==> config.mk <==
export PLATFORM = sky130hd
export DESIGN_NAME = ball_motion
export DESIGN_NICKNAME = d
export VERILOG_FILES = /design/src/rtl/pong_pkg.sv /design/src/rtl/axis_step.sv /design/src/rtl/ball_motion.sv
export SDC_FILE = /design/constraint.sdc
export NUM_CORES = 1
export LEC_CHECK = 0
export CORE_AREA = 4 4 78 80
export DETAILED_ROUTE_END_ITERATION = 8
export DIE_AREA = 0 0 82 84
export PLACE_DENSITY = 0.79
export SYNTH_ARGS = -nofsm -noshare
export SYNTH_HDL_FRONTEND = slang
export SYNTH_SLANG_ARGS = --single-unit
export TNS_END_PERCENT = 1
==> constraint.sdc <==
create_clock -name clk -period 4.7 [get_ports clk]
set_clock_uncertainty 0.15 [all_clocks]
set_input_delay 0.94 -clock clk [delete_from_list [all_inputs] [get_ports clk]]
set_output_delay 0.94 -clock clk [all_outputs]
set_load 0.01 [all_outputs]
==> src/rtl/pong_pkg.sv <==
// Shared definitions for the pong datapath: ball FSM states, coordinate
// width, field centre and default play-field bounds.
package pong_pkg;

  localparam int COORD_W = 8;
  localparam logic [COORD_W-1:0] CENTER = 8'd128;

  localparam int FIELD_X_MIN = 16;
  localparam int FIELD_X_MAX = 239;
  localparam int FIELD_Y_MIN = 16;
  localparam int FIELD_Y_MAX = 239;

  typedef enum logic [1:0] {
    IDLE = 2'd0,
    RUN  = 2'd1,
    MISS = 2'd2
  } state_t;

endpackage

==> src/rtl/axis_step.sv <==
// One-axis stepper: advances a coordinate by step toward hi (dir=1) or lo
// (dir=0), clamping at the limit and flagging a reflection.
module axis_step
  import pong_pkg::*;
(
  input  logic [COORD_W-1:0] pos,
  input  logic               dir,
  input  logic [COORD_W-1:0] step,
  input  logic [COORD_W-1:0] lo,
  input  logic [COORD_W-1:0] hi,
  output logic [COORD_W-1:0] nxt,
  output logic               flip
);

  // 9-bit sums: pos+step cannot wrap, and pos-step <= lo is tested as
  // pos <= lo+step so no subtraction can underflow.
  logic [COORD_W:0] up_sum;
  logic [COORD_W:0] lo_lim;

  assign up_sum = {1'b0, pos} + {1'b0, step};
  assign lo_lim = {1'b0, lo} + {1'b0, step};

  always_comb begin
    nxt  = pos;
    flip = 1'b0;
    if (dir) begin
      if (up_sum >= {1'b0, hi}) begin
        nxt  = hi;
        flip = 1'b1;
      end else begin
        nxt = up_sum[COORD_W-1:0];
      end
    end else begin
      if ({1'b0, pos} <= lo_lim) begin
        nxt  = lo;
        flip = 1'b1;
      end else begin
        nxt = pos - step;
      end
    end
  end

endmodule

==> src/rtl/ball_motion.sv <==
// Ball physics: owns ball position, steps it once per frame tick, bounces off
// walls and the left paddle, and reports misses and paddle hits.
module ball_motion
  import pong_pkg::*;
#(
  parameter int X_MIN       = FIELD_X_MIN,
  parameter int X_MAX       = FIELD_X_MAX,
  parameter int Y_MIN       = FIELD_Y_MIN,
  parameter int Y_MAX       = FIELD_Y_MAX,
  parameter int PADDLE_X    = 24,
  parameter int PADDLE_HALF = 12,
  parameter int STEP        = 2,
  parameter int MISS_HOLD   = 60
) (
  input  logic               clk,
  input  logic               rst,
  input  logic               tick,
  input  logic               start,
  input  logic [COORD_W-1:0] y_p,
  output logic [COORD_W-1:0] x_b,
  output logic [COORD_W-1:0] y_b,
  output logic               miss,
  output logic [7:0]         hits,
  output logic               running
);

  localparam int HOLD_W = (MISS_HOLD < 1) ? 1 : $clog2(MISS_HOLD + 1);
  // The paddle line is the effective left limit; never let it sit below X_MIN.
  localparam int X_LO = (PADDLE_X > X_MIN) ? PADDLE_X : X_MIN;

  localparam logic [COORD_W-1:0] STEP_C  = COORD_W'(STEP);
  localparam logic [COORD_W-1:0] X_LO_C  = COORD_W'(X_LO);
  localparam logic [COORD_W-1:0] X_MAX_C = COORD_W'(X_MAX);
  localparam logic [COORD_W-1:0] Y_MIN_C = COORD_W'(Y_MIN);
  localparam logic [COORD_W-1:0] Y_MAX_C = COORD_W'(Y_MAX);
  localparam logic [HOLD_W-1:0]  HOLD_C  = HOLD_W'(MISS_HOLD);

  state_t              state;
  logic                dx;
  logic                dy;
  logic [HOLD_W-1:0]   hold;
  logic [COORD_W-1:0]  x_nxt;
  logic [COORD_W-1:0]  y_nxt;
  logic                x_flip;
  logic                y_flip;
  logic                at_paddle;
  logic                paddle_hit;

  function automatic logic [7:0] sat_inc(input logic [7:0] v);
    return (v == 8'hFF) ? v : v + 8'd1;
  endfunction

  function automatic logic in_window(input logic [COORD_W-1:0] yb,
                                     input logic [COORD_W-1:0] yp);
    logic signed [COORD_W+1:0] d;
    d = $signed({2'b00, yb}) - $signed({2'b00, yp});
    if (d < 0) d = -d;
    return d <= $signed((COORD_W+2)'(PADDLE_HALF));
  endfunction

  axis_step u_x_step (
    .pos  (x_b),
    .dir  (dx),
    .step (STEP_C),
    .lo   (X_LO_C),
    .hi   (X_MAX_C),
    .nxt  (x_nxt),
    .flip (x_flip)
  );

  axis_step u_y_step (
    .pos  (y_b),
    .dir  (dy),
    .step (STEP_C),
    .lo   (Y_MIN_C),
    .hi   (Y_MAX_C),
    .nxt  (y_nxt),
    .flip (y_flip)
  );

  // A left-moving lower clamp means the ball reached the paddle line.
  assign at_paddle  = !dx && x_flip;
  assign paddle_hit = in_window(y_b, y_p);

  always_ff @(posedge clk) begin
    if (rst) begin
      state   <= IDLE;
      x_b     <= CENTER;
      y_b     <= CENTER;
      dx      <= 1'b1;
      dy      <= 1'b1;
      hits    <= 8'd0;
      miss    <= 1'b0;
      running <= 1'b0;
      hold    <= '0;
    end else begin
      miss <= 1'b0;
      case (state)
        IDLE: begin
          if (start) begin
            state   <= RUN;
            running <= 1'b1;
          end
        end
        RUN: begin
          if (tick) begin
            if (at_paddle && !paddle_hit) begin
              miss    <= 1'b1;
              running <= 1'b0;
              state   <= MISS;
              hold    <= HOLD_C;
            end else begin
              x_b <= x_nxt;
              y_b <= y_nxt;
              if (x_flip) dx <= ~dx;
              if (y_flip) dy <= ~dy;
              if (at_paddle) hits <= sat_inc(hits);
            end
          end
        end
        MISS: begin
          if (tick) begin
            hold <= hold - HOLD_W'(1);
            if (hold <= HOLD_W'(1)) begin
              state <= IDLE;
              x_b   <= CENTER;
              y_b   <= CENTER;
              dx    <= 1'b1;
            end
          end
        end
        default: begin
          state   <= IDLE;
          running <= 1'b0;
        end
      endcase
    end
  end

endmodule

==> out/qor.csv <==
stage,metric,value,unit
run_status,status,"finished, final reports clean",
placed_design,"Cell Area, Placed",0.00336,sq mm
finish,Area Overhead vs Synth,16.6,%
placed_design,Placed Instances,492,
clock_network,hold_buf cts,0,
sta,Final Slew Violations,0,
die,IO Count,38,
detailed_routing,DRC,0,
grt,initial antenna violation count,0,
worst_setup_path,FF-to-FF path depth,13,
clock_network,htree depth,2,
sta,setup_tns,0,ns
detailed_routing,Pre-antenna DRT Iters,6,
worst_setup_path,Worst EP required,4.76,ns
finish,"commonest cells after routing, fill and taps aside","clkdlybuf4s50_1, dfxtp_1, nor2_1",
die,die height,84,um
flow_run,Max Cap Violations,0,
finish,number of diodes,0,
synth,Cell variety after synth,63,
synth,largest area contributor in the netlist,dfxtp_1,
detailed_routing,wire per inst,15.4,um
min_path,min-delay src,state[1],
die,FP Rows,27,
clock_network,post-CTS sizing,0,
clock_network,CTS Buf Count,5,
worst_setup_path,most frequent CP cell,o21ai_0,
synth,Post-synth ARST share,0,
clock_network,CTS clock-pin slew for the worst setup and hold paths,0.07,ns
die,Initial Utilization,0.548,
finish,net count reported at finish,457,
detailed_routing,detailed-route via count,3154,
power_and_ir_drop,Worst IR Drop VDD,0.229,mV
min_path,hold depth,1,
synth,"FF+latch count, synth",36,
worst_setup_path,max incr delay on CP,0.49,ns
grt,global-route wire length before repair,12.7,mm
sta,Fin Hold WS,0.366,ns
detailed_routing,DR iter-0 viols,276,
worst_setup_path,CP Launch Type,primary input,
worst_setup_path,worst r2r dst,y_b[5],
synth,post-synth top area share,0.243,
synth,Mapped Avg Cell Area,7.40,sq um
synth,"EDFF count, synth",0,
finish,"most common cell after layout, fill and taps aside",clkdlybuf4s50_1,
grt,largest net degree at the start of global routing,24,
detailed_routing,antenna-violating nets left,0,
worst_setup_path,critical setup path kind,in2reg,
sta,final setup fails,0,
worst_setup_path,origin of the worst setup path,y_p[0],
worst_setup_path,Setup crit end kind,flip-flop,
clock_network,CTS Root Cell,clkbuf_8,
synth,Syn Nets,430,
clock_network,CTS tree,done,
min_path,Hold EP,state[0],
clock_network,clk sink count,36,
synth,Syn Std Cell Area,0.00296,sq mm
placed_design,I/O Buffers,37,
grt,Overflow after GRT,0,
synth,synth top area cells,"dfxtp_1, ha_1, a21oi_1, o21ai_0, nor2_1",
finish,share of cells above drive strength 1,0.0375,
clock_network,Max Buffers Root-to-Sink,2,
synth,Yosys Warn Count,0,
worst_setup_path,CP Cell Sequence,"clkdlybuf4s50_1, ha_1, inv_1, fa_1, xnor2_1, and2_1, o221ai_1, nor4_1, o21ai_0, a221oi_4, o21bai_2, a311o_1, o21ai_0",
sta,Peak Freq,234,MHz
worst_setup_path,"Slowest-stage cell, CP",a221oi_4,
grt,Tot GR Track Use,0.224,
grt,number of global-route vias before repair,2824,
sta,Final period util,0.910,
detailed_routing,drt via density,6.32,
power_and_ir_drop,PwrDens,198,mW/mm^2
sta,worst slew pin tran,0.928,ns
sta,Fin. Hold Viols,0,
finish,post-route cell area,0.00345,sq mm
die,Die X,82,um
synth,Mapped Cells,400,
worst_setup_path,Critical R2R Launch,y_b[0],
worst_setup_path,CP Max Fanout,12,
sta,Rel. slew slack,0.366,
die,total die area,0.00689,sq mm
die,core area,0.00541,sq mm
clock_network,clock latency on the worst-skew pair,0.29,ns
sta,fin crit period,4.28,ns
clock_network,Post-CTS Setup Repair Bufs,0,
worst_setup_path,Reg2Reg Setup Slack,1.04,ns
placed_design,HPWL after DPL,5.68,mm
min_path,Worst Hold Class,reg2reg,
sta,unrepaired setup endpoints after global routing,no,
worst_setup_path,CP Data Arrival Time,4.34,ns
finish,fin cells,499,
synth,Post-synth top flop,dfxtp_1,
power_and_ir_drop,LEAKAGE,1.37,nW
detailed_routing,final WL,7.69,mm
synth,register area share after synthesis,0.243,
placed_design,gpl congestion,0.933,
## how the worst max path moves through the flow
stage                     endpoint  slack (ns)  cells past startpoint
after global placement      y_b[4]        0.22                     13
final                       y_b[5]        0.42                     13
after floorplan                 dy        0.78                     13
after CTS                   y_b[4]        0.43                     13
after global routing        x_b[3]        0.17                     14
after detailed placement    y_b[4]        0.14                     13
## sequential cells by signal (all words and copies together), names as in the netlist
name,count
state,2
hold,6
hits,8
running,1
miss,1
x_b,8
y_b,8
dx,1
dy,1
## synth_stat cells (all sizes together) (3+ instances only)
master	n
nor3	13
nand3	14
mux2i	3
clkbuf	17
or3	4
nor2	34
buf	4
a211o	4
o31ai	4
nand2b	3
nor4	10
a21o	6
xnor2	8
a31oi	6
a21oi	31
nand2	34
o21a	3
a22oi	3
o21ai	26
dfxtp	36
and2	10
a211oi	5
ha	17
xor2	9
o2111ai	4
nand4	11
a2111oi	3
inv	29
o22ai	8
and3	6
## cells by family (layout without fill, tap and decap cells)
kind of cell | after synthesis | count (layout) | share of synthesized area
AOI/OAI and AO/OA | 129 | 129 | 0.300
xor gates and xnor gates | 17 | 17 | 0.0503
adders and majority gates | 18 | 18 | 0.0786
buffers and inverters | 50 | 77 | 0.0693
DFF | 36 | 36 | 0.243
muxes | 3 | 3 | 0.0101
and+or+nand+nor | 147 | 147 | 0.248
## layout make-up
type / count / area, sq um
Timing Repair Buffer: 41 / 400
Inverter: 29 / 109
Clock buffer: 7 / 96.3
Sequential cell: 36 / 721
Tap cell: 72 / 90.1
Fill cell: 488 / 1950
Multi-Input combinational cell: 314 / 2040
## power breakdown
group / total [W] / internal, W / switching [W]
logic: 0.000126 / 0.0000556 / 0.0000706
registers: 0.000321 / 0.000310 / 0.0000111
clock network: 0.000238 / 0.000131 / 0.000107
## stage by stage
stage	power [W]	setup slack, ns	utilization
after floorplan	0.000414	0.783	-
after global placement	0.000450	0.220	0.621
after detailed placement	0.000451	0.142	0.621
after CTS	0.000687	0.429	0.639
after global routing	0.000717	0.169	0.639
final	0.000685	0.423	0.639
## critical path, delay by kind of cell
kind | cells | cell delay [ns]
simple gates | 2 | 0.46
xor+xnor | 1 | 0.25
compound gates | 6 | 1.55
buf+inv | 2 | 0.53
fa+ha+maj | 2 | 0.62
## layer usage
layer  share of wire  vias up  global-route usage
met5               0        -                   0
li1                -     1532                   -
met3           0.063        9              0.0421
met2            0.48      129               0.349
met4          0.0070        0              0.0665
met1            0.45     1484               0.309
No activity file was read; power rests on OpenSTA's default activity.
